`src/rtl/dsp_cfg_pkg.sv`:
```
// Shared types and constants for the CORDIC converter run-time configuration scheduler.
package dsp_cfg_pkg;

    typedef enum logic [1:0] {
        StIdle,
        StArmed,
        StRamp,
        StSweep
    } state_e;

    localparam logic [31:0] GAIN_UNITY = 32'h4000_0000;

    localparam logic [1:0] OSEL_DOWNSAMPLED  = 2'b00;
    localparam logic [1:0] OSEL_UPSAMPLED    = 2'b01;
    localparam logic [1:0] OSEL_DOWNCONVERTED = 2'b10;
    localparam logic [1:0] OSEL_UPCONVERTED  = 2'b11;

endpackage

```
`src/rtl/gain_ramp_step.sv`:
```
// One gain channel of the ramp: next live value one step toward target, plus a reached flag.
module gain_ramp_step
    import dsp_cfg_pkg::*;
#(
    parameter int unsigned GW = 32
) (
    input  logic [GW-1:0] live,
    input  logic [GW-1:0] target,
    input  logic [GW-1:0] step,
    output logic [GW-1:0] next,
    output logic          reached
);

    logic [GW:0] live_x;
    logic [GW:0] target_x;
    logic [GW:0] step_x;
    logic [GW:0] diff;
    logic [GW:0] moved;
    logic [GW:0] next_x;

    // Guard bit keeps live +/- step from wrapping; the clamp to target bounds the result anyway.
    always_comb begin
        live_x   = {1'b0, live};
        target_x = {1'b0, target};
        step_x   = {1'b0, step};
        if (target_x >= live_x) begin
            diff  = target_x - live_x;
            moved = live_x + step_x;
        end else begin
            diff  = live_x - target_x;
            moved = live_x - step_x;
        end
        next_x  = (diff <= step_x) ? target_x : moved;
        next    = next_x[GW-1:0];
        reached = (next_x == target_x);
    end

endmodule

```
`src/rtl/dsp_cfg_scheduler.sv`:
```
// Shadow/commit scheduler for converter NCO, mixer and gain settings; applies only on ce_down,
// ramps gains linearly and runs a linear sweep of the downconversion phase increment.
module dsp_cfg_scheduler
    import dsp_cfg_pkg::*;
#(
    parameter int unsigned    PW       = 19,
    parameter int unsigned    GW       = 32,
    parameter int unsigned    CW       = 16,
    parameter logic [GW-1:0] GAIN_RST = GAIN_UNITY
) (
    input  logic          sys_clk,
    input  logic          rst,
    input  logic [PW-1:0] cfg_phase_inc_nco,
    input  logic [PW-1:0] cfg_phase_inc_down,
    input  logic [GW-1:0] cfg_gain1,
    input  logic [GW-1:0] cfg_gain2,
    input  logic [GW-1:0] cfg_gain_step,
    input  logic          cfg_input_select,
    input  logic [1:0]    cfg_output_select,
    input  logic [PW-1:0] cfg_sweep_step,
    input  logic [CW-1:0] cfg_sweep_count,
    input  logic          commit,
    input  logic          sweep_start,
    input  logic          abort,
    input  logic          ce_down,
    output logic [PW-1:0] phase_inc_nco,
    output logic [PW-1:0] phase_inc_down,
    output logic [GW-1:0] gain1,
    output logic [GW-1:0] gain2,
    output logic          input_select,
    output logic [1:0]    output_select,
    output logic          busy,
    output logic          sweep_done,
    output logic          cmd_err
);

    state_e state_q, state_d;

    logic [PW-1:0] sh_nco_q, sh_nco_d;
    logic [PW-1:0] sh_down_q, sh_down_d;
    logic [GW-1:0] sh_gain1_q, sh_gain1_d;
    logic [GW-1:0] sh_gain2_q, sh_gain2_d;
    logic [GW-1:0] sh_step_q, sh_step_d;
    logic          sh_isel_q, sh_isel_d;
    logic [1:0]    sh_osel_q, sh_osel_d;

    logic [PW-1:0] sw_step_q, sw_step_d;
    logic [CW-1:0] sw_cnt_q, sw_cnt_d;

    logic [PW-1:0] nco_q, nco_d;
    logic [PW-1:0] down_q, down_d;
    logic [GW-1:0] gain1_q, gain1_d;
    logic [GW-1:0] gain2_q, gain2_d;
    logic          isel_q, isel_d;
    logic [1:0]    osel_q, osel_d;
    logic          busy_q;
    logic          done_q, done_d;
    logic          err_q, err_d;

    logic [GW-1:0] gain1_next, gain2_next;
    logic          gain1_reached, gain2_reached;

    gain_ramp_step #(
        .GW(GW)
    ) u_ramp1 (
        .live    (gain1_q),
        .target  (sh_gain1_q),
        .step    (sh_step_q),
        .next    (gain1_next),
        .reached (gain1_reached)
    );

    gain_ramp_step #(
        .GW(GW)
    ) u_ramp2 (
        .live    (gain2_q),
        .target  (sh_gain2_q),
        .step    (sh_step_q),
        .next    (gain2_next),
        .reached (gain2_reached)
    );

    always_comb begin
        state_d    = state_q;
        sh_nco_d   = sh_nco_q;
        sh_down_d  = sh_down_q;
        sh_gain1_d = sh_gain1_q;
        sh_gain2_d = sh_gain2_q;
        sh_step_d  = sh_step_q;
        sh_isel_d  = sh_isel_q;
        sh_osel_d  = sh_osel_q;
        sw_step_d  = sw_step_q;
        sw_cnt_d   = sw_cnt_q;
        nco_d      = nco_q;
        down_d     = down_q;
        gain1_d    = gain1_q;
        gain2_d    = gain2_q;
        isel_d     = isel_q;
        osel_d     = osel_q;
        done_d     = 1'b0;
        err_d      = 1'b0;

        if (abort) begin
            state_d = StIdle;
        end else begin
            unique case (state_q)
                StIdle: begin
                    if (commit) begin
                        sh_nco_d   = cfg_phase_inc_nco;
                        sh_down_d  = cfg_phase_inc_down;
                        sh_gain1_d = cfg_gain1;
                        sh_gain2_d = cfg_gain2;
                        sh_step_d  = cfg_gain_step;
                        sh_isel_d  = cfg_input_select;
                        sh_osel_d  = cfg_output_select;
                        err_d      = sweep_start;
                        state_d    = StArmed;
                    end else if (sweep_start) begin
                        sw_step_d = cfg_sweep_step;
                        sw_cnt_d  = cfg_sweep_count;
                        if (cfg_sweep_count == '0) begin
                            done_d = 1'b1;
                        end else begin
                            state_d = StSweep;
                        end
                    end
                end
                StArmed: begin
                    err_d = sweep_start;
                    // A strobe coinciding with a recapture is skipped so the new shadow is whole.
                    if (commit) begin
                        sh_nco_d   = cfg_phase_inc_nco;
                        sh_down_d  = cfg_phase_inc_down;
                        sh_gain1_d = cfg_gain1;
                        sh_gain2_d = cfg_gain2;
                        sh_step_d  = cfg_gain_step;
                        sh_isel_d  = cfg_input_select;
                        sh_osel_d  = cfg_output_select;
                    end else if (ce_down) begin
                        nco_d  = sh_nco_q;
                        down_d = sh_down_q;
                        isel_d = sh_isel_q;
                        osel_d = sh_osel_q;
                        if (sh_step_q == '0) begin
                            gain1_d = sh_gain1_q;
                            gain2_d = sh_gain2_q;
                            state_d = StIdle;
                        end else begin
                            state_d = StRamp;
                        end
                    end
                end
                StRamp: begin
                    err_d = commit | sweep_start;
                    if (ce_down) begin
                        gain1_d = gain1_next;
                        gain2_d = gain2_next;
                        if (gain1_reached && gain2_reached) begin
                            state_d = StIdle;
                        end
                    end
                end
                StSweep: begin
                    err_d = commit | sweep_start;
                    if (ce_down) begin
                        down_d   = down_q + sw_step_q;
                        sw_cnt_d = sw_cnt_q - CW'(1);
                        if (sw_cnt_q == CW'(1)) begin
                            done_d  = 1'b1;
                            state_d = StIdle;
                        end
                    end
                end
                default: state_d = StIdle;
            endcase
        end
    end

    always_ff @(posedge sys_clk) begin
        if (rst) begin
            state_q    <= StIdle;
            sh_nco_q   <= '0;
            sh_down_q  <= '0;
            sh_gain1_q <= GAIN_RST;
            sh_gain2_q <= GAIN_RST;
            sh_step_q  <= '0;
            sh_isel_q  <= 1'b0;
            sh_osel_q  <= 2'b00;
            sw_step_q  <= '0;
            sw_cnt_q   <= '0;
            nco_q      <= '0;
            down_q     <= '0;
            gain1_q    <= GAIN_RST;
            gain2_q    <= GAIN_RST;
            isel_q     <= 1'b0;
            osel_q     <= 2'b00;
            busy_q     <= 1'b0;
            done_q     <= 1'b0;
            err_q      <= 1'b0;
        end else begin
            state_q    <= state_d;
            sh_nco_q   <= sh_nco_d;
            sh_down_q  <= sh_down_d;
            sh_gain1_q <= sh_gain1_d;
            sh_gain2_q <= sh_gain2_d;
            sh_step_q  <= sh_step_d;
            sh_isel_q  <= sh_isel_d;
            sh_osel_q  <= sh_osel_d;
            sw_step_q  <= sw_step_d;
            sw_cnt_q   <= sw_cnt_d;
            nco_q      <= nco_d;
            down_q     <= down_d;
            gain1_q    <= gain1_d;
            gain2_q    <= gain2_d;
            isel_q     <= isel_d;
            osel_q     <= osel_d;
            busy_q     <= (state_d != StIdle);
            done_q     <= done_d;
            err_q      <= err_d;
        end
    end

    assign phase_inc_nco  = nco_q;
    assign phase_inc_down = down_q;
    assign gain1          = gain1_q;
    assign gain2          = gain2_q;
    assign input_select   = isel_q;
    assign output_select  = osel_q;
    assign busy           = busy_q;
    assign sweep_done     = done_q;
    assign cmd_err        = err_q;

endmodule

```
`config.mk`:
```
export PLATFORM = sky130hd
export DESIGN_NAME = dsp_cfg_scheduler
export DESIGN_NICKNAME = d
export VERILOG_FILES = /design/src/rtl/dsp_cfg_pkg.sv /design/src/rtl/gain_ramp_step.sv /design/src/rtl/dsp_cfg_scheduler.sv
export SDC_FILE = /design/constraint.sdc
export NUM_CORES = 1
export LEC_CHECK = 0
export CAP_MARGIN = 20
export CORE_AREA = 2 2 232 234
export DETAILED_ROUTE_END_ITERATION = 12
export DIE_AREA = 0 0 234 236
export PLACE_DENSITY = 0.79
export SYNTH_ARGS = -nofsm -noshare
export SYNTH_HDL_FRONTEND = slang
export SYNTH_SLANG_ARGS = --single-unit
```
`constraint.sdc`:
```
create_clock -name sys_clk -period 8.1 [get_ports sys_clk]
set_clock_uncertainty 0.05 [all_clocks]
set_input_delay 1.62 -clock sys_clk [delete_from_list [all_inputs] [get_ports sys_clk]]
set_output_delay 1.62 -clock sys_clk [all_outputs]
set_load 0.02 [all_outputs]
```
==> results_dict.tcl <==
set metrics [dict create \
    hp-class "flop to flop" \
    tightest_slew_ps 1030 \
    antenna_found_initial 13 \
    tritoncts "done" \
    drt-initial-drc-count 2661 \
    core_mm2 0.0531 \
    worstSkewPairLatency_ps 600 \
    vias 26800 \
    r2r_slack_ps 430 \
    ios 286 \
    synthArstFlopShare_pct 0 \
    ys_seq_elements 282 \
    wire_per_inst_um 20.7 \
    drive_above_1_share_pct 4.32 \
    initial_utilization_pct 49.1 \
    row_count 85 \
    fin_crit_sh_pct 94.7 \
    synth_area_leaders "dfxtp_1, ha_1, a21oi_1, nand2_1, xnor2_1" \
    finalHoldViolCount 0 \
    finalNonFillerCells 4477 \
    grt_pass1_wl_um 142000 \
    startpoint_type "flop" \
    place_congestion 1.05 \
    drt_pass1_iterations 5 \
    p_leak_uw 0.0123 \
    fp.dieArea_mm2 0.0552 \
    fmax_mhz 130 \
    clockBufferDepth 3 \
    ir_worst_vdd_uv 246 \
    dpl.cell_count 4407 \
    synth_edf_count 0 \
    drv_slew 0 \
    dp_hpwl_um 72100 \
    netlist_area_mm2 0.0261 \
    yosysTopAreaCell "dfxtp_1" \
    max_cap_violations 0 \
    areaGrowthSynthToFinish_pct 16.9 \
    postRouteAntennaNets 0 \
    fill_cells 4954 \
    tns_ps 0 \
    portBuffers 285 \
    crit_required_ps 8510 \
    clk_pin_slew_worst_paths_ps 60 \
    grt_overflow_total 0 \
    grt_use_total_pct 32.7 \
    fin_crit_ps 7670 \
    fp.dieW_um 234 \
    via_per_inst 5.98 \
    cp_max_fo 14 \
    setup_viol 0 \
    synth.distinct_cells 109 \
    synth_top_area_share_pct 21.7 \
    worstSetupEndpointType "flop" \
    utilization_pct 57.4 \
    cts_num_sinks 282 \
    ys_seq_area_share_pct 21.7 \
    syn_inst 3591 \
    hold_buffers 0 \
    first_global_vias 24800 \
    final_net_count 4215 \
    holdWs_ps 396 \
    drc 0 \
    grt_max_degree 169 \
    outcome "finished, final reports clean" \
    synth_warnings 0 \
    maxSlewHeadroom_pct 31.1 \
    die_y_um 236 \
    drt_wl_total_um 92500 \
    ys.flop_type "dfxtp_1" \
    crit_arrival_ps 8080 \
    rsz0062_at_grt "false" \
    path_class "flop to flop" \
    h-tree-depth 2 \
    cts_root_buffer "clkbuf_16" \
    cts_buffers 36 \
    p_per_area_mw_per_mm2 224 \
    synth.avg_cell_area_um2 7.26 \
    synth_fp_nets 4057 \
]
==> worst max-delay path, cell delays in order, from the launching register on <==
cell and delay, ps:
dfxtp_1 530, inv_1 140, ha_1 350, nor2b_1 150, o21a_1 140, o21ai_1 80
a21oi_1 260, o21ai_1 150, o41ai_2 460, a211o_1 600, buf_4 340, nor2_1 90
xnor2_1 450, ha_1 470, a21o_1 230, o21bai_1 200, or3_2 430, o221a_2 260
or2_4 260, o31ai_4 220, xnor2_1 200, nor2_1 60, or3b_1 410, nor4_2 530
buf_4 200, o211a_1 190, o21bai_1 90
==> power by group <==
group | internal [µW] | total (µW) | switching (µW)
combinational | 1450 | 3690 | 2240
sequential | 1440 | 1520 | 72.2
clock | 898 | 1610 | 708
==> stage by stage <==
| stage | instance area [µm²] | total power (µW) | setup WS, ps |
|---|---|---|---|
| finish | 30500 | 6810 | 427 |
| global route | 30500 | 7180 | 186 |
| CTS | 30500 | 6730 | 483 |
| detailed placement | 29300 | 5110 | 528 |
| global placement | 29300 | 5100 | 645 |
| floorplan | 26100 | 4090 | 1790 |
==> worst paths after layout <==
check             cells past startpoint        start                to
setup / recovery                     26     gain2[1]        state_q[0]
hold / removal                        2  sh_nco_q[9]  phase_inc_nco[9]
setup reg to reg                     26     gain2[1]        state_q[0]
hold reg to reg                       2  sh_nco_q[9]  phase_inc_nco[9]
==> cell usage after synthesis (6+ instances only) <==
| cell | count |
|---|---|
| a2111oi_0 | 8 |
| a211oi_1 | 93 |
| a21boi_0 | 7 |
| a21o_1 | 118 |
| a21oi_1 | 487 |
| a221oi_1 | 14 |
| a22oi_1 | 6 |
| a31oi_1 | 14 |
| and2_1 | 9 |
| and3_1 | 13 |
| buf_1 | 13 |
| buf_2 | 30 |
| clkbuf_1 | 149 |
| dfxtp_1 | 282 |
| fa_1 | 7 |
| ha_1 | 281 |
| inv_1 | 220 |
| mux2i_1 | 58 |
| nand2_1 | 561 |
| nand2b_1 | 30 |
| nand3_1 | 48 |
| nand3b_1 | 9 |
| nand4_1 | 62 |
| nor2_1 | 273 |
| nor2b_1 | 23 |
| nor3_1 | 55 |
| nor4_1 | 20 |
| o2111ai_1 | 7 |
| o211ai_1 | 20 |
| o21a_1 | 21 |
| o21ai_0 | 138 |
| o21ai_1 | 16 |
| o21bai_1 | 53 |
| o22ai_1 | 14 |
| o31ai_1 | 22 |
| or2_2 | 12 |
| or3_1 | 20 |
| or4_1 | 7 |
| xnor2_1 | 178 |
| xor2_1 | 49 |
==> flip-flops by register name (all words and copies together), names as in the netlist <==
register / count
sw_step_q: 19
sh_step_q: 32
sw_cnt_q: 16
sh_gain1_q: 32
input_select: 1
sh_isel_q: 1
phase_inc_down: 19
sweep_done: 1
cmd_err: 1
gain2: 32
busy: 1
phase_inc_nco: 19
sh_down_q: 19
gain1: 32
sh_nco_q: 19
state_q: 2
sh_osel_q: 2
sh_gain2_q: 32
output_select: 2
==> metal layers <==
metal,up-vias,GRT usage [%],share of wire (%)
met1,12400,44.2,43
met2,1185,50.0,43
met5,-,0,0.12
met4,18,13.7,4.6
li1,13000,-,-
met3,236,7.28,9.4
==> layout by cell type (no fill, tap or decap), drive strengths merged, types with 122 or more instances in the layout <==
master / netlist / final
dfxtp: 282 / 282
clkdlybuf4s50: 1 / 284
o21ai: 159 / 159
nor2: 273 / 273
ha: 281 / 281
xnor2: 179 / 179
inv: 220 / 224
nand2: 561 / 561
a21o: 122 / 122
a21oi: 490 / 490
==> layout make-up <==
type	instances	area, µm²	share of cell area [%]
clock buffers	47	1010	3.32
inverters	222	833	2.73
clock inverters	17	154	0.505
well taps	696	871	2.86
repair buffers	319	3140	10.3
multi-input cells	2888	18800	61.7
diodes	6	15.0	0.0493
flip-flops and latches	282	5650	18.5
==> kinds of logic (layout without fill, tap and decap cells) <==
logic type	Yosys count	in the layout	share of synthesized area [%]
compound gates	1132	1132	27.5
xor+xnor	230	230	7.88
fa+ha+maj	288	288	14.0
buf+inv	421	605	6.38
flops	282	282	21.7
mux	62	62	2.40
other cells	0	6	0
simple gates	1176	1176	20.1
==> timing repair <==
action | CTS | global route
endpoints found under the setup margin | 0 | 3
setup buffers | 0 | 0
resized for setup | 0 | 1
No activity file was read; power rests on OpenSTA's default activity.
